### src/rtl/dm_store_ctrl.sv
// dm_store_ctrl: store-side controller for the word-organised data memory.
// Word stores are written directly. Byte and halfword stores read the
// target word, merge the new lane and write the whole word back, because
// the array has no byte enables.
module dm_store_ctrl #(
    parameter int AW    = 7,
    parameter int CNT_W = 16
) (
    input  logic             clk,
    input  logic             rstn,
    input  logic             req_valid,
    output logic             req_ready,
    input  logic [AW+1:0]    req_addr,
    input  logic [31:0]      req_data,
    input  logic [1:0]       STORESel,
    output logic [AW-1:0]    mem_addr,
    input  logic [31:0]      mem_rdata,
    output logic             mem_we,
    output logic [31:0]      mem_wdata,
    output logic             busy,
    output logic             st_done,
    output logic             st_err,
    output logic [CNT_W-1:0] st_count
);

    localparam logic [1:0] SEL_SW = 2'b00;
    localparam logic [1:0] SEL_SB = 2'b01;
    localparam logic [1:0] SEL_SH = 2'b10;

    typedef enum logic [1:0] {
        IDLE  = 2'b00,
        READ  = 2'b01,
        WRITE = 2'b10
    } state_t;

    state_t            state;
    state_t            state_next;
    logic              handshake;
    logic              aligned;
    logic [AW-1:0]     addr_q;
    logic [1:0]        off_q;
    logic [1:0]        sel_q;
    logic [31:0]       word_q;
    logic [31:0]       merged;
    logic              done_q;
    logic              err_q;
    logic [CNT_W-1:0]  count_q;

    assign req_ready = (state == IDLE);
    assign handshake = req_valid && req_ready;
    assign busy      = (state != IDLE);
    assign mem_we    = (state == WRITE);
    assign mem_wdata = mem_we ? word_q : 32'h0;
    assign mem_addr  = addr_q;
    assign st_done   = done_q;
    assign st_err    = err_q;
    assign st_count  = count_q;

    // Decide whether the presented request has a legal size/offset pairing.
    always_comb begin
        aligned = 1'b0;
        unique case (STORESel)
            SEL_SW:  aligned = (req_addr[1:0] == 2'b00);
            SEL_SB:  aligned = 1'b1;
            SEL_SH:  aligned = !req_addr[0];
            default: aligned = 1'b0;
        endcase
    end

    // State register; an asynchronous reset abandons any store in flight.
    always_ff @(posedge clk or negedge rstn) begin
        if (!rstn) begin
            state <= IDLE;
        end else begin
            state <= state_next;
        end
    end

    // Next-state logic: word stores skip the read, sub-word stores read first.
    always_comb begin
        state_next = state;
        unique case (state)
            IDLE: begin
                if (handshake && aligned) begin
                    state_next = (STORESel == SEL_SW) ? WRITE : READ;
                end
            end
            READ:    state_next = WRITE;
            WRITE:   state_next = IDLE;
            default: state_next = IDLE;
        endcase
    end

    // Merge the latched byte or halfword into the word currently read back.
    always_comb begin
        merged = mem_rdata;
        if (sel_q == SEL_SB) begin
            unique case (off_q)
                2'b00:   merged[7:0]   = word_q[7:0];
                2'b01:   merged[15:8]  = word_q[7:0];
                2'b10:   merged[23:16] = word_q[7:0];
                default: merged[31:24] = word_q[7:0];
            endcase
        end else if (sel_q == SEL_SH) begin
            if (off_q[1]) begin
                merged[31:16] = word_q[15:0];
            end else begin
                merged[15:0] = word_q[15:0];
            end
        end
    end

    // Request latch, merge capture, status pulses and the completed-store counter.
    always_ff @(posedge clk or negedge rstn) begin
        if (!rstn) begin
            addr_q  <= '0;
            off_q   <= '0;
            sel_q   <= '0;
            word_q  <= '0;
            done_q  <= 1'b0;
            err_q   <= 1'b0;
            count_q <= '0;
        end else begin
            done_q <= (state == WRITE);
            err_q  <= handshake && !aligned;
            if (state == WRITE) begin
                count_q <= count_q + CNT_W'(1);
            end
            if (handshake && aligned) begin
                addr_q <= req_addr[AW+1:2];
                off_q  <= req_addr[1:0];
                sel_q  <= STORESel;
                word_q <= req_data;
            end else if (state == READ) begin
                word_q <= merged;
            end
        end
    end

endmodule

### config.mk
export PLATFORM = sky130hd
export DESIGN_NAME = dm_store_ctrl
export DESIGN_NICKNAME = d
export VERILOG_FILES = /design/src/rtl/dm_store_ctrl.sv
export SDC_FILE = /design/constraint.sdc
export NUM_CORES = 1
export LEC_CHECK = 0
export ABC_AREA = 1
export BUFFER_PORTS_ARGS = -buffer_cell sky130_fd_sc_hd__buf_2
export CORE_UTILIZATION = 40
export DETAILED_ROUTE_END_ITERATION = 12
export GPL_ROUTABILITY_DRIVEN = 0
export PLACE_DENSITY = 0.65
export SKIP_CTS_REPAIR_TIMING = 1
export SLEW_MARGIN = 20
export SYNTH_ARGS = -nofsm -noshare
export SYNTH_HDL_FRONTEND = slang
export SYNTH_SLANG_ARGS = --single-unit
### constraint.sdc
create_clock -name clk -period 2.69 [get_ports clk]
set_input_delay 0.1345 -clock clk [delete_from_list [all_inputs] [get_ports clk]]
set_output_delay 0.1345 -clock clk [all_outputs]
set_load 0.1 [all_outputs]
# Yosys cells after proc, flatten, opt, wreduce, memory -nomap -nowiden
# Index checks and enable logic that the tools add are counted.
# Widths: inputs -> output; s select.
[word_totals] in_bits=78 out_inout_bits=60 register_bits=63
[classes] n_mux=15 n_reduce_logical=14 eq_ne=11 n_addsub=1
[op_table] op="$mux 32" n=5
[op_table] op="$mux 16" n=2
[op_table] op="$mux 8" n=4
[op_table] op="$add 16x1->16 const B" n=1
[op_table] op="$eq 2x1->1 const B" n=4
[op_table] op="$eq 2x2->1 const B" n=4
[op_table] op="$logic_not 2->1" n=4
[op_table] op="$mux 2" n=2
[op_table] op="$ne 4x4->1 const B" n=1
[op_table] op="$pmux 2 s2" n=1
[op_table] op="$reduce_bool 2->1" n=2
[op_table] op="$logic_and 1x1->1" n=3
[op_table] op="$ne 3x3->1 const B" n=1
[op_table] op="$pmux 1 s3" n=1
[op_table] op="$reduce_and 3->1" n=1
[op_table] op="$reduce_or 3->1" n=1
[op_table] op="$logic_not 1->1" n=2
[op_table] op="$ne 2x1->1 const B" n=1
[op_table] op="$reduce_and 2->1" n=1

# Logic depth before layout (Yosys ltp)
[logic_depth] ltp_word=6 depth_mapped=11 ltp_nobuf=10

# Worst setup path after synthesis
# No wires, ideal clock.
[synth_path] path_kind="reg2out" startpoint="register state[0]" endpoint="output port mem_wdata[10]" path_slack_ns=0.494 t_arrival_ns=2.061 path_stages_with_launch=5 cell_sequence="dfrtp_1 -> inv_2 -> nand2_2 -> clkbuf_1 -> nor2_1"
[synth_between] elab_chain_cells=2
[synth_lines] item="start, declared" line_no="36" text="state_t state;"
[synth_lines] item="start signal, assigned" line_no="75" text="state <= state_next;"
[synth_lines] item="$eq 2x2->1" line_no="52" text="assign mem_we = (state == WRITE);"
[synth_lines] item="$mux 32" line_no="53" text="assign mem_wdata = mem_we ? word_q : 32'h0;"
[synth_lines] item="end, declared" line_no="19" text="output logic [31:0] mem_wdata,"
# No other way between the ends.

# Worst setup path in the final report
[layout_path] startpoint="register state[0]" endpoint="output port mem_wdata[30]"
# The elaborated chain is that of the path after synthesis.

==> results.cfg <==
[status]
outcome = finished with violations
violations = hold timing

[synth]
ys_warn_count = 0
synth_cell_type_count = 29
yosysSeqAreaShare = 0.403
ys_ff_latch = 63
synth_area_um2 = 3910
synth_fp_nets = 656
syn_area_per_cell_um2 = 6.77
netlist_top_cells_area = dfrtp_1 40%, nand2_1 20%, nand3_1 8.6%, inv_1 6.9%, nor2_1 4.9%
syn_inst = 577
yosysTopAreaCell = dfrtp_1
synth_top_area_frac = 0.403

[clocking]
clkLatencyLatePin_ns = 0.34
clk_pin_slew_ns = 0.07
clock_path_buffers = 2
cts_tree = built
cts_sinks = 63
cts_buffers = 9
htreeDepth = 3
cts.root.buffer_cell = clkbuf_8

[floorplanning]
die_area_um2 = 10200
fp.dieH_um = 101
die_w_um = 101
placementRows = 35
core_um2 = 9370
start_util = 0.417
io_pins = 138

[final_layout]
final_area_um2 = 4930
finalNetCount = 788
diodes = 0
seq_area_um2 = 1580
final_cell_mix = 207 x nand2_1, 137 x buf_2, 72 x inv_1
drive_above_1_share = 0.243
area_growth_pct = 26.2
final_common_cell = nand2_1
fillers = 976
multi_input_area_um2 = 1920

[routing]
first_pass_iters = 4
wl_per_cell_um = 13.1
viasPerCell = 4.80
postRouteAntennaNets = 0
drc = 0
routed_wl_um = 11000
drtIter0Drc = 184
via_count = 4045

[power]
p_leak_nw = 2.92
pwr_density_cell_nw_per_um2 = 831
peakVddDrop_mv = 0.315

[grt]
grt_pass1_vias = 3735
grt_pass1_wl_um = 17700
grt_max_degree = 64
grt.overflow.total = 0
antenna_found_initial = 0
grt_usage = 0.223

[placed_design]
dpl.hpwl_um = 8020
placed_cell_area_um2 = 4660
dp_slack_ns = 0.760
port_buffers = 137

[timing]
fin_tns_setup_ns = 0
slew_violations = 0
maxSlewHeadroom = 0.450
hold_slack_ns = -0.0269
setup_slack_ns = 0.568
fin_crit_ns = 2.12
finalHoldViolCount = 46
finalCritPeriodShare = 0.789
fmax_mhz = 471
rsz0062_at_grt = false
setup_viol = 0
tightest_slew_ns = 0.825
finalClockSkew_ns = 0.00608

[worst_hold_path]
hp-class = primary input to async pin

[setup_path]
worst_setup_path_end_kind = output port
cp.required_ns = 2.56
crit_type = flop to output port
arrival_ns = 1.99
path_max_fanout = 24
startpoint_type = flop

[job]
drv_cap = 0
## stage by stage
step,utilization,cells,total power (W)
after floorplan,-,577,0.00267
after global placement,0.498,825,0.00304
after detailed placement,0.498,825,0.00307
after CTS,0.524,840,0.00411
after global routing,0.526,842,0.00432
final,0.526,842,0.00410
## critical path, cell delays in order (launching register included)
cell and delay [ns]:
dfrtp_1 0.40, inv_2 0.09, nand2_2 0.20, buf_4 0.30, nor2_1 0.19, buf_2 0.46
## report_power, final
part | internal (W) | total (W) | switching, W
clock | 0.000662 | 0.00104 | 0.000379
combinational | 0.000387 | 0.00166 | 0.00127
sequential | 0.00120 | 0.00140 | 0.000202
## synth_stat cells
| cell | number |
|---|---|
| a21oi_1 | 15 |
| buf_1 | 1 |
| buf_2 | 9 |
| buf_4 | 2 |
| buf_6 | 2 |
| clkbuf_1 | 7 |
| dfrtp_1 | 63 |
| ha_1 | 1 |
| inv_1 | 72 |
| inv_2 | 7 |
| nand2_1 | 207 |
| nand2_2 | 2 |
| nand2_4 | 3 |
| nand2_8 | 1 |
| nand3_1 | 67 |
| nand3_2 | 2 |
| nand3_4 | 1 |
| nand4_1 | 9 |
| nor2_1 | 51 |
| nor2_2 | 2 |
| nor2_8 | 1 |
| nor3_1 | 2 |
| o211ai_1 | 1 |
| o21ai_0 | 10 |
| o21ai_1 | 9 |
| or2_0 | 7 |
| or2_1 | 8 |
| xnor2_1 | 8 |
| xor2_1 | 7 |
## logic make-up (layout without fill, tap and decap cells)
family | Yosys count | after routing | synth area share
AOI/OAI and AO/OA | 35 | 35 | 0.0455
xor gates and xnor gates | 15 | 15 | 0.0336
adders and majority gates | 1 | 1 | 0.00320
buffers and inverters | 100 | 236 | 0.105
DFF | 63 | 63 | 0.403
and+or+nand+nor | 363 | 363 | 0.410
## per-layer routing
metal | routed length (um) | track usage
met3 | 779 | 0.0319
met5 | 0 | 0
met1 | 4870 | 0.300
met2 | 5160 | 0.366
met4 | 209 | 0.0836
## state kept, by name, summed over array words and instances, names as in the netlist
signal,cells
mem_addr,7
off_q,2
sel_q,2
st_count,16
st_done,1
st_err,1
state,2
word_q,32
## path summary, 6_finish.rpt
check                           depth (start not counted)  slack [ns]       endpoint         from
worst min-delay path                                    2       -0.03     word_q[15]         rstn
worst min register to register                          2        0.48    mem_addr[1]  mem_addr[1]
worst max-delay path                                    5        0.57  mem_wdata[30]     state[0]
min in group clk                                        3       -0.01    mem_addr[4]  req_addr[6]
max in group asynchronous                               2        2.18    st_count[4]         rstn
worst max register to register                          9        0.75     word_q[15]     state[0]
## cell type report
class / count / area share
well taps: 129 / 0.0327
clock inverters: 3 / 0.0183
clock buffers: 12 / 0.0315
flip-flops and latches: 63 / 0.320
repair buffers: 142 / 0.148
multi-input cells: 414 / 0.390
inverters: 79 / 0.0602
(Power assumes the default switching activity.)
